$ cat config.mk
export PLATFORM = sky130hd
export DESIGN_NAME = lif_aer_encoder
export DESIGN_NICKNAME = d
export VERILOG_FILES = /design/src/rtl/lif_pkg.sv /design/src/rtl/lif_aer_fifo.sv /design/src/rtl/lif_aer_encoder.sv
export SDC_FILE = /design/constraint.sdc
export NUM_CORES = 1
export LEC_CHECK = 0
export CAP_MARGIN = 5
export CELL_PAD_IN_SITES_DETAIL_PLACEMENT = 1
export CELL_PAD_IN_SITES_GLOBAL_PLACEMENT = 2
export CORE_MARGIN = 1
export CORE_UTILIZATION = 30
export DETAILED_ROUTE_END_ITERATION = 10
export PLACE_DENSITY_LB_ADDON = 0.1
export SLEW_MARGIN = 20
export SYNTH_ARGS = -nofsm -noshare
export SYNTH_HDL_FRONTEND = slang
export SYNTH_SLANG_ARGS = --single-unit
$ cat constraint.sdc
create_clock -name clk -period 11.9 [get_ports clk]
set_input_delay 2.38 -clock clk [delete_from_list [all_inputs] [get_ports clk]]
set_output_delay 2.38 -clock clk [all_outputs]
set_load 0.02 [all_outputs]
$ cat src/rtl/lif_pkg.sv
// Shared constants, event word layout and helpers for the LIF AER encoder.
// The optional timestamp field follows LIF_AER_TIMESTAMP_EN.
package lif_pkg;

    localparam int LIF_N_NEURONS  = 8;
    localparam int LIF_FIFO_DEPTH = 16;
    localparam int LIF_DROP_W     = 16;
`ifdef LIF_AER_TIMESTAMP_EN
    localparam int LIF_TS_W       = 16;
`endif

    function automatic int addr_width(input int n);
        return (n > 1) ? $clog2(n) : 1;
    endfunction

    localparam int LIF_ADDR_W = addr_width(LIF_N_NEURONS);
    localparam int LIF_CNT_W  = $clog2(LIF_N_NEURONS + 1);

    // Event widths are fixed here; change these constants to resize the encoder.
    typedef struct packed {
`ifdef LIF_AER_TIMESTAMP_EN
        logic [LIF_TS_W-1:0]   ts;
`endif
        logic [LIF_ADDR_W-1:0] addr;
    } aer_event_t;

    function automatic logic [LIF_CNT_W-1:0] popcount(input logic [LIF_N_NEURONS-1:0] v);
        logic [LIF_CNT_W-1:0] c;
        c = '0;
        for (int i = 0; i < LIF_N_NEURONS; i++) begin
            c = c + LIF_CNT_W'(v[i]);
        end
        return c;
    endfunction

endpackage

$ cat src/rtl/lif_aer_fifo.sv
// Synchronous FIFO with a registered head word: data is visible the edge after
// the push that lands at the head, and stays stable until it is popped.
module lif_aer_fifo #(
    parameter  int WIDTH = 8,
    parameter  int DEPTH = 16,
    localparam int PTR_W = (DEPTH > 1) ? $clog2(DEPTH) : 1,
    localparam int LVL_W = $clog2(DEPTH) + 1
) (
    input  logic             clk,
    input  logic             reset_n,
    input  logic             push,
    input  logic [WIDTH-1:0] push_data,
    input  logic             pop,
    output logic [WIDTH-1:0] head_data,
    output logic             full,
    output logic             empty,
    output logic [LVL_W-1:0] level
);

    logic [WIDTH-1:0] mem [DEPTH];
    logic [PTR_W-1:0] wr_ptr_reg;
    logic [PTR_W-1:0] rd_ptr_reg;
    logic [PTR_W-1:0] rd_ptr_next;
    logic [LVL_W-1:0] level_reg;
    logic [WIDTH-1:0] head_reg;
    logic             do_push;
    logic             do_pop;
    logic             push_to_head;

    assign full         = (level_reg == LVL_W'(DEPTH));
    assign empty        = (level_reg == '0);
    assign do_push      = push && !full;
    assign do_pop       = pop && !empty;
    assign rd_ptr_next  = do_pop ? rd_ptr_reg + 1'b1 : rd_ptr_reg;
    // The pushed word becomes the head when nothing older survives this edge.
    assign push_to_head = do_push && (empty || (do_pop && level_reg == LVL_W'(1)));

    always_ff @(posedge clk) begin
        if (do_push) begin
            mem[wr_ptr_reg] <= push_data;
        end
    end

    always_ff @(posedge clk or negedge reset_n) begin
        if (!reset_n) begin
            wr_ptr_reg <= '0;
            rd_ptr_reg <= '0;
            level_reg  <= '0;
            head_reg   <= '0;
        end else begin
            if (do_push) begin
                wr_ptr_reg <= wr_ptr_reg + 1'b1;
            end
            rd_ptr_reg <= rd_ptr_next;
            level_reg  <= level_reg + LVL_W'(do_push) - LVL_W'(do_pop);
            if (push_to_head) begin
                head_reg <= push_data;
            end else if (do_pop && level_reg > LVL_W'(1)) begin
                head_reg <= mem[rd_ptr_next];
            end
        end
    end

    assign head_data = head_reg;
    assign level     = level_reg;

endmodule

$ cat src/rtl/lif_aer_encoder.sv
// Serialises per-neuron spike bits into AER words through a FIFO, counting lost spikes.
// Optional LIF_AER_TIMESTAMP_EN adds a tick counter and the aer_ts port.
module lif_aer_encoder
    import lif_pkg::*;
#(
    parameter  int N_NEURONS  = LIF_N_NEURONS,
    parameter  int FIFO_DEPTH = LIF_FIFO_DEPTH,
`ifdef LIF_AER_TIMESTAMP_EN
    parameter  int TS_W       = LIF_TS_W,
`endif
    parameter  int DROP_W     = LIF_DROP_W,
    localparam int ADDR_W     = addr_width(N_NEURONS),
    localparam int LVL_W      = $clog2(FIFO_DEPTH) + 1
) (
    input  logic                 clk,
    input  logic                 reset_n,
    input  logic [N_NEURONS-1:0] spike_in,
    output logic                 aer_valid,
    input  logic                 aer_ready,
    output logic [ADDR_W-1:0]    aer_addr,
`ifdef LIF_AER_TIMESTAMP_EN
    output logic [TS_W-1:0]      aer_ts,
`endif
    output logic [LVL_W-1:0]     fifo_level,
    output logic [DROP_W-1:0]    drop_count
);

    localparam logic [DROP_W-1:0] DROP_MAX = '1;

    logic [N_NEURONS-1:0] pend_reg;
    logic [N_NEURONS-1:0] grant;
    logic [N_NEURONS-1:0] lost;
    logic [ADDR_W-1:0]    grant_addr;
    logic                 push;
    logic                 fifo_full;
    logic                 fifo_empty;
    logic [DROP_W-1:0]    drop_reg;
    logic [DROP_W-1:0]    drop_next;
    logic [DROP_W:0]      drop_sum;
    aer_event_t           push_event;
    aer_event_t           head_event;

    // Lowest index wins; scanning downward leaves the lowest set bit last.
    always_comb begin
        grant      = '0;
        grant_addr = '0;
        if (!fifo_full) begin
            for (int i = N_NEURONS - 1; i >= 0; i--) begin
                if (pend_reg[i]) begin
                    grant      = '0;
                    grant[i]   = 1'b1;
                    grant_addr = ADDR_W'(i);
                end
            end
        end
    end

    assign push = |grant;

    generate
        for (genvar gi = 0; gi < N_NEURONS; gi++) begin : g_lost
            assign lost[gi] = spike_in[gi] & pend_reg[gi] & ~grant[gi];
        end
    endgenerate

    assign drop_sum  = {1'b0, drop_reg} + (DROP_W + 1)'(popcount(lost));
    assign drop_next = drop_sum[DROP_W] ? DROP_MAX : drop_sum[DROP_W-1:0];

    always_ff @(posedge clk or negedge reset_n) begin
        if (!reset_n) begin
            pend_reg <= '0;
            drop_reg <= '0;
        end else begin
            pend_reg <= (pend_reg & ~grant) | spike_in;
            drop_reg <= drop_next;
        end
    end

`ifdef LIF_AER_TIMESTAMP_EN
    logic [TS_W-1:0] tick_reg;

    always_ff @(posedge clk or negedge reset_n) begin
        if (!reset_n) begin
            tick_reg <= '0;
        end else begin
            tick_reg <= tick_reg + 1'b1;
        end
    end
`endif

    always_comb begin
        push_event      = '0;
        push_event.addr = grant_addr;
`ifdef LIF_AER_TIMESTAMP_EN
        push_event.ts   = tick_reg;
`endif
    end

    lif_aer_fifo #(
        .WIDTH ($bits(aer_event_t)),
        .DEPTH (FIFO_DEPTH)
    ) u_fifo (
        .clk       (clk),
        .reset_n   (reset_n),
        .push      (push),
        .push_data (push_event),
        .pop       (aer_ready),
        .head_data (head_event),
        .full      (fifo_full),
        .empty     (fifo_empty),
        .level     (fifo_level)
    );

    assign aer_valid  = !fifo_empty;
    assign aer_addr   = head_event.addr;
`ifdef LIF_AER_TIMESTAMP_EN
    assign aer_ts     = head_event.ts;
`endif
    assign drop_count = drop_reg;

endmodule
==> flow_metrics.py, run 1 <==
metrics = {
    "status": {
        "outcome": "finished clean",
    },
    "timing": {
        "rsz0062_at_grt": "false",
        "fmax_ghz": 0.149,
        "timing.final.crit_share_pct": 56.4,
        "final.min_clock_period_ns": 6.72,
        "tightest_slew_ns": 0.769,
        "clock_skew_ns": 0.00638,
        "slew_viol_final": 0,
        "slew_headroom_pct": 48.5,
        "sum_of_negative_setup_slack_ns": 0,
        "timing_hold_violations_final": 0,
        "final-setup-viol-count": 0,
    },
    "synthesis": {
        "yosys.area.top_type_share_pct": 32.1,
        "synthesis.instances": 361,
        "syn-mean-instance-area_um2": 12.4,
        "synth-warning-count": 0,
        "async_reset_ff_share_pct": 45.5,
        "ys.flop_type": "sky130_fd_sc_hd__edfxtp_1",
        "synth-edff-count": 48,
        "top_post_synthesis_cells_by_area": "sky130_fd_sc_hd__edfxtp_1 32%, sky130_fd_sc_hd__dfrtp_1 22%, sky130_fd_sc_hd__mux4_2 8.0%",
        "yosysSeqAreaShare_pct": 54.4,
        "synth.net_count": 397,
        "synth.distinct_cells": 53,
        "synth.cell_area_um2": 4490,
        "synth_top_area_cell": "sky130_fd_sc_hd__edfxtp_1",
        "synth.ff_latch_count": 88,
    },
    "finish": {
        "n_antenna_cell": 0,
        "syn2layout_area_growth_pct": 20.8,
        "mostFrequentLayoutCell": "sky130_fd_sc_hd__edfxtp_1",
        "multi_input_logic_area_um2": 1900,
        "largest_register_ffs": 48,
        "layout.area.seq_um2": 2440,
        "final_cell_count_no_fill": 588,
        "drive_gt1_share_pct": 10.9,
        "fillerInstances": 1559,
        "num-nets-final": 435,
        "most_used_cells_in_the_layout_excluding_fill_and_tap_cells": "48 x sky130_fd_sc_hd__edfxtp_1, 40 x sky130_fd_sc_hd__dfrtp_1, 34 x sky130_fd_sc_hd__clkdlybuf4s50_1",
    },
    "floorplan": {
        "floorplan.io_pins": 36,
        "start_util_pct": 30.8,
        "die_width_um": 124,
        "die-area_um2": 15400,
        "coreArea_um2": 14600,
        "rows": 44,
        "fp.dieH_um": 124,
    },
    "setup_path": {
        "path_max_fanout": 9,
        "critPathMaxStageDelay_ns": 0.55,
        "worstSetupPathType": "in2reg",
        "timing.critical_path.mode_cell": "sky130_fd_sc_hd__fa_1",
        "critical_path_cell_by_cell": "clkdlybuf4s50_1 -> and3_1 -> fa_1 -> inv_1 -> fa_1 -> inv_1 -> fa_1 -> fa_1 -> fa_1 -> a21o_1 -> a21oi_1 -> nor3_1 -> nand3_1 -> nand3_1",
        "critPathArrivalTime_ns": 6.92,
        "startpoint": "spike_in[2]",
        "cp.required_ns": 12.11,
        "start_kind": "primary input",
        "critPathSlowestCell": "sky130_fd_sc_hd__a21oi_1",
        "regToRegStartpoint": "u_fifo.level[2]$_DFF_PN0_",
        "crit_path_end_kind": "flop",
    },
    "flow_run": {
        "max_cap_violations": 0,
    },
    "routing": {
        "vias_per_cell": 4.95,
        "drt_first_iter_violations": 122,
        "drt-wirelength-per-cell_um": 17.5,
        "route.detailed.drc": 0,
        "ant_nets": 0,
        "routedLengthMet1_um": 5030,
        "first_pass_iters": 4,
        "met3WireLength_um": 234,
        "route.final.wire_length_um": 10300,
        "dr_total_vias": 2908,
        "route.met2.wl_um": 4850,
        "routed.top_layer": "met4",
    },
    "clocking": {
        "htree_levels": 3,
        "ctsLongestPathBuffers": 2,
        "hold_buffers": 0,
        "tritoncts.num_buffers": 9,
        "clk_latency_ns": 0.34,
        "tritoncts": "yes",
        "cts_root_buf": "sky130_fd_sc_hd__clkbuf_16",
        "clock_sinks": 88,
        "clkSlewWorstSetupHoldPaths_ns": 0.06,
        "cts.repair.resized": 0,
        "post-cts-setup-buffers": 0,
    },
    "global_route": {
        "track_usage_pct": 14.6,
        "globalRouteOverflowTotal": 0,
        "grt_antenna_before_repair": 0,
        "grt_start_max_net_pins": 41,
        "grt_pass1_wl_um": 17500,
        "first_global_vias": 3161,
    },
    "power_and_ir_drop": {
        "max-vdd-ir-drop_v": 0.0000736,
        "p_leak_nw": 2.11,
        "power_per_cell_area_nw_per_um2": 267,
    },
    "placed_design": {
        "dp.cells": 572,
        "gp_congestion": 0.719,
        "dpl.hpwl_um": 7440,
        "port_buffers": 35,
    },
    "min_path": {
        "min_path_type": "reg2reg",
        "timing.hold.worst.start": "pend_reg[3]$_DFF_PN0_",
    },
}
-- power breakdown --
part	switching [W]	internal, W	total, W	leakage, nW
combinational	0.000334	0.000295	0.000629	1.01
clock	0.000118	0.000223	0.000341	0.181
sequential	0.0000683	0.000408	0.000476	0.918
total	0.000520	0.000926	0.00145	2.11
-- cells in the mapped netlist (all sizes together) (3+ instances only) --
library cell and instances:
clkbuf 6, dfrtp 40, a211oi 6, or4 3
o21ai 15, ha 19, nor4 4, nand3 12
buf 5, nand4 3, and3 4, mux2 4
nor3 10, edfxtp 48, nor2 25, or3 8
mux4 16, a21o 8, fa 6, a21oi 9
nand2 23, inv 30, nand3b 3, nand2b 6
xnor2 9, and2 9, xor2 3, nor2b 3
-- kinds of logic after synthesis --
group / share of synthesized area [%]
and+or+nand+nor: 14.6
xor gates and xnor gates: 2.34
adders and majority gates: 7.98
DFF: 54.4
buffers and inverters: 3.54
muxes: 9.26
AOI/OAI and AO/OA: 7.81
-- routing by layer --
layer  vias to the layer above  track usage (%)
li1                       1397                -
met1                      1467             20.0
met2                        32             23.0
met3                        12             2.96
met4                         0             5.10
met5                         -                0
-- metrics by stage --
stage	power (W)	utilization, %	area [um^2]	setup WS (ns)	hold WS [ns]
2_1_floorplan	0.000924	-	4490	5.66	0.499
3_3_place_gp	0.00111	34.6	5040	4.88	0.540
3_5_place_dp	0.00113	34.6	5040	4.79	0.562
4_1_cts	0.00148	37.1	5410	5.14	0.576
5_1_grt	0.00157	37.2	5420	4.93	0.613
6_report	0.00145	37.2	5420	5.18	0.579
-- worst max-delay path, delay by kind of cell --
kind | cells | cell delay [ns]
adders and majority gates | 5 | 2.44
and+or+nand+nor | 4 | 0.77
buffers and inverters | 3 | 0.56
AOI/OAI and AO/OA | 2 | 0.74
-- path summary, 6_finish.rpt --
check / to / slack, ns / cells past startpoint
worst max-delay path: drop_count[9]$_DFF_PN0_ / 5.18 / 14
worst min-delay path: pend_reg[3]$_DFF_PN0_ / 0.58 / 2
worst max register to register: drop_count[9]$_DFF_PN0_ / 6.41 / 17
worst min register to register: pend_reg[3]$_DFF_PN0_ / 0.58 / 2
max in group asynchronous: u_fifo.wr_ptr_reg[0]$_DFFE_PN0P_ / 9.48 / 1
min in group asynchronous: pend_reg[7]$_DFF_PN0_ / 2.03 / 1
-- layout make-up --
type | instances | area share (%)
clock inverters | 5 | 1.85
multi-input cells | 232 | 35.1
flip-flops and latches | 88 | 45.1
repair buffers | 38 | 6.83
well taps | 184 | 4.25
inverters | 30 | 2.08
clock buffers | 11 | 4.87
(Power assumes the default switching activity.)
==> run 2, diff against run 1 <==
clock period = 6.55 ns   (was 11.9 ns; I/O delays follow)
==> run 2 against run 1 <==
Net effect: combinational power up 83%; sequential power rose by 82%; count of clock-buffer cells in the layout stayed put; clock power increased by 37%; largest cell class unchanged; highest routed layer unchanged.
==> flow_metrics.py, run 2 (synthesis gave the netlist of run 1 again) <==
metrics = {
    "setup_path": {
        "cp.required_ns": 6.75,
        "path_buf_inv": 3,
        "worstSetupPathType": "in2reg",
        "critPathArrivalTime_ns": 5.85,
        "start_kind": "primary input",
        "timing.critical_path.mode_cell": "sky130_fd_sc_hd__fa_1",
        "critical_path_cell_by_cell": "clkdlybuf4s50_1 -> and3_1 -> fa_1 -> inv_1 -> fa_1 -> inv_1 -> fa_1 -> fa_1 -> fa_1 -> a21o_1 -> a21oi_1 -> nor3_1 -> nand3_1 -> nand3_1",
        "critPathSlowestCell": "sky130_fd_sc_hd__a21oi_1",
        "critPathMaxStageDelay_ns": 0.61,
        "path_delay_family": "adder cells",
        "crit_path_end_kind": "flop",
        "path_max_fanout": 9,
    },
    "timing": {
        "slew_viol_final": 0,
        "tightest_slew_ns": 0.757,
        "sum_of_negative_setup_slack_ns": 0,
        "rsz0062_at_grt": "false",
        "fmax_ghz": 0.177,
        "timing_hold_violations_final": 0,
        "slew_headroom_pct": 49.6,
        "clock_skew_ns": 0.00668,
        "timing.final.crit_share_pct": 86.2,
        "final-setup-viol-count": 0,
        "final.min_clock_period_ns": 5.65,
    },
    "power_and_ir_drop": {
        "power_per_cell_area_nw_per_um2": 466,
        "max-vdd-ir-drop_v": 0.000142,
        "p_leak_nw": 2.06,
    },
    "global_route": {
        "first_global_vias": 3170,
        "grt_pass1_wl_um": 17400,
        "grt_antenna_before_repair": 0,
        "globalRouteOverflowTotal": 0,
        "track_usage_pct": 14.5,
        "grt_start_max_net_pins": 41,
    },
    "placed_design": {
        "dpl.hpwl_um": 7290,
        "port_buffers": 35,
        "gp_congestion": 0.737,
        "dp.cells": 573,
    },
    "routing": {
        "vias_per_cell": 4.94,
        "drt_first_iter_violations": 125,
        "ant_nets": 0,
        "route.final.wire_length_um": 10100,
        "route.detailed.drc": 0,
        "dr_total_vias": 2911,
        "first_pass_iters": 4,
        "drt-wirelength-per-cell_um": 17.2,
    },
    "finish": {
        "syn2layout_area_growth_pct": 18.6,
        "n_antenna_cell": 0,
        "fillerInstances": 1560,
        "num-nets-final": 436,
        "layout.area.seq_um2": 2440,
        "drive_gt1_share_pct": 10.4,
        "final_cell_count_no_fill": 589,
        "largest_register_ffs": 48,
        "multi_input_logic_area_um2": 1900,
        "most_used_cells_in_the_layout_excluding_fill_and_tap_cells": "48 x sky130_fd_sc_hd__edfxtp_1, 40 x sky130_fd_sc_hd__dfrtp_1, 34 x sky130_fd_sc_hd__clkdlybuf4s50_1",
        "mostFrequentLayoutCell": "sky130_fd_sc_hd__edfxtp_1",
    },
    "floorplan": {
        "start_util_pct": 30.8,
        "die_width_um": 124,
        "fp.dieH_um": 124,
        "coreArea_um2": 14600,
        "rows": 44,
        "floorplan.io_pins": 36,
        "die-area_um2": 15400,
    },
    "clocking": {
        "clk_latency_ns": 0.34,
        "htree_levels": 3,
        "ctsLongestPathBuffers": 2,
        "clkSlewWorstSetupHoldPaths_ns": 0.06,
        "clock_sinks": 88,
        "hold_buffers": 0,
        "tritoncts.num_buffers": 9,
        "tritoncts": "yes",
        "cts_root_buf": "sky130_fd_sc_hd__clkbuf_16",
        "post-cts-setup-buffers": 0,
        "cts.repair.resized": 0,
    },
    "status": {
        "outcome": "finished clean",
    },
    "min_path": {
        "min_path_type": "reg2reg",
    },
    "flow_run": {
        "max_cap_violations": 0,
    },
}
-- run 2: final timing paths --
kind                                      startpoint  slack (ns)                          endpoint  cells past startpoint
setup / recovery                         spike_in[0]        0.90           drop_count[7]$_DFF_PN0_                     14
hold / removal                 pend_reg[1]$_DFF_PN0_        0.55             pend_reg[1]$_DFF_PN0_                      2
setup reg to reg           u_fifo.level[2]$_DFF_PN0_        1.02           drop_count[7]$_DFF_PN0_                     17
hold reg to reg                pend_reg[1]$_DFF_PN0_        0.55             pend_reg[1]$_DFF_PN0_                      2
max in group asynchronous                    reset_n        5.20  u_fifo.wr_ptr_reg[2]$_DFFE_PN0P_                      1
min in group asynchronous                    reset_n        0.97             pend_reg[7]$_DFF_PN0_                      1
-- run 2: final cells by class --
class                   instances  share of cell area, %
flip-flops and latches         88                   45.9
multi-input cells             232                   35.7
repair buffers                 39                   7.10
clock buffers                  11                   4.37
well taps                     184                   4.33
inverters                      30                   2.12
clock inverters                 5                  0.447
-- run 2: metrics by stage --
| stage | setup slack (ns) | instance area, um^2 | utilization [%] | hold WS (ns) | total power [W] |
|---|---|---|---|---|---|
| after floorplan | 1.38 | 4490 | - | 0.499 | 0.00168 |
| after global placement | 0.564 | 5050 | 34.6 | 0.537 | 0.00204 |
| after detailed placement | 0.486 | 5050 | 34.6 | 0.540 | 0.00205 |
| after CTS | 0.846 | 5310 | 36.4 | 0.557 | 0.00253 |
| after global routing | 0.627 | 5320 | 36.5 | 0.588 | 0.00269 |
| final | 0.904 | 5320 | 36.5 | 0.549 | 0.00248 |
-- run 2: tightest hold or removal path: stages, from the launching register on --
cell,delay [ns]
sky130_fd_sc_hd__dfrtp_1,0.36
sky130_fd_sc_hd__o21ai_1,0.09
sky130_fd_sc_hd__nand2_1,0.07
-- run 2: routing by layer --
layer	share of wire, %	vias to the layer above	GRT usage [%]
met3	2.2	10	2.92
met1	50	1467	20.2
li1	-	1404	-
met4	1.6	0	5.32
met5	0	-	0
met2	46	30	22.4
-- run 2: power by group --
part           internal, W  total, W  switching [W]
Clock             0.000254  0.000466       0.000213
Combinational     0.000541   0.00115       0.000606
Sequential        0.000741  0.000867       0.000126
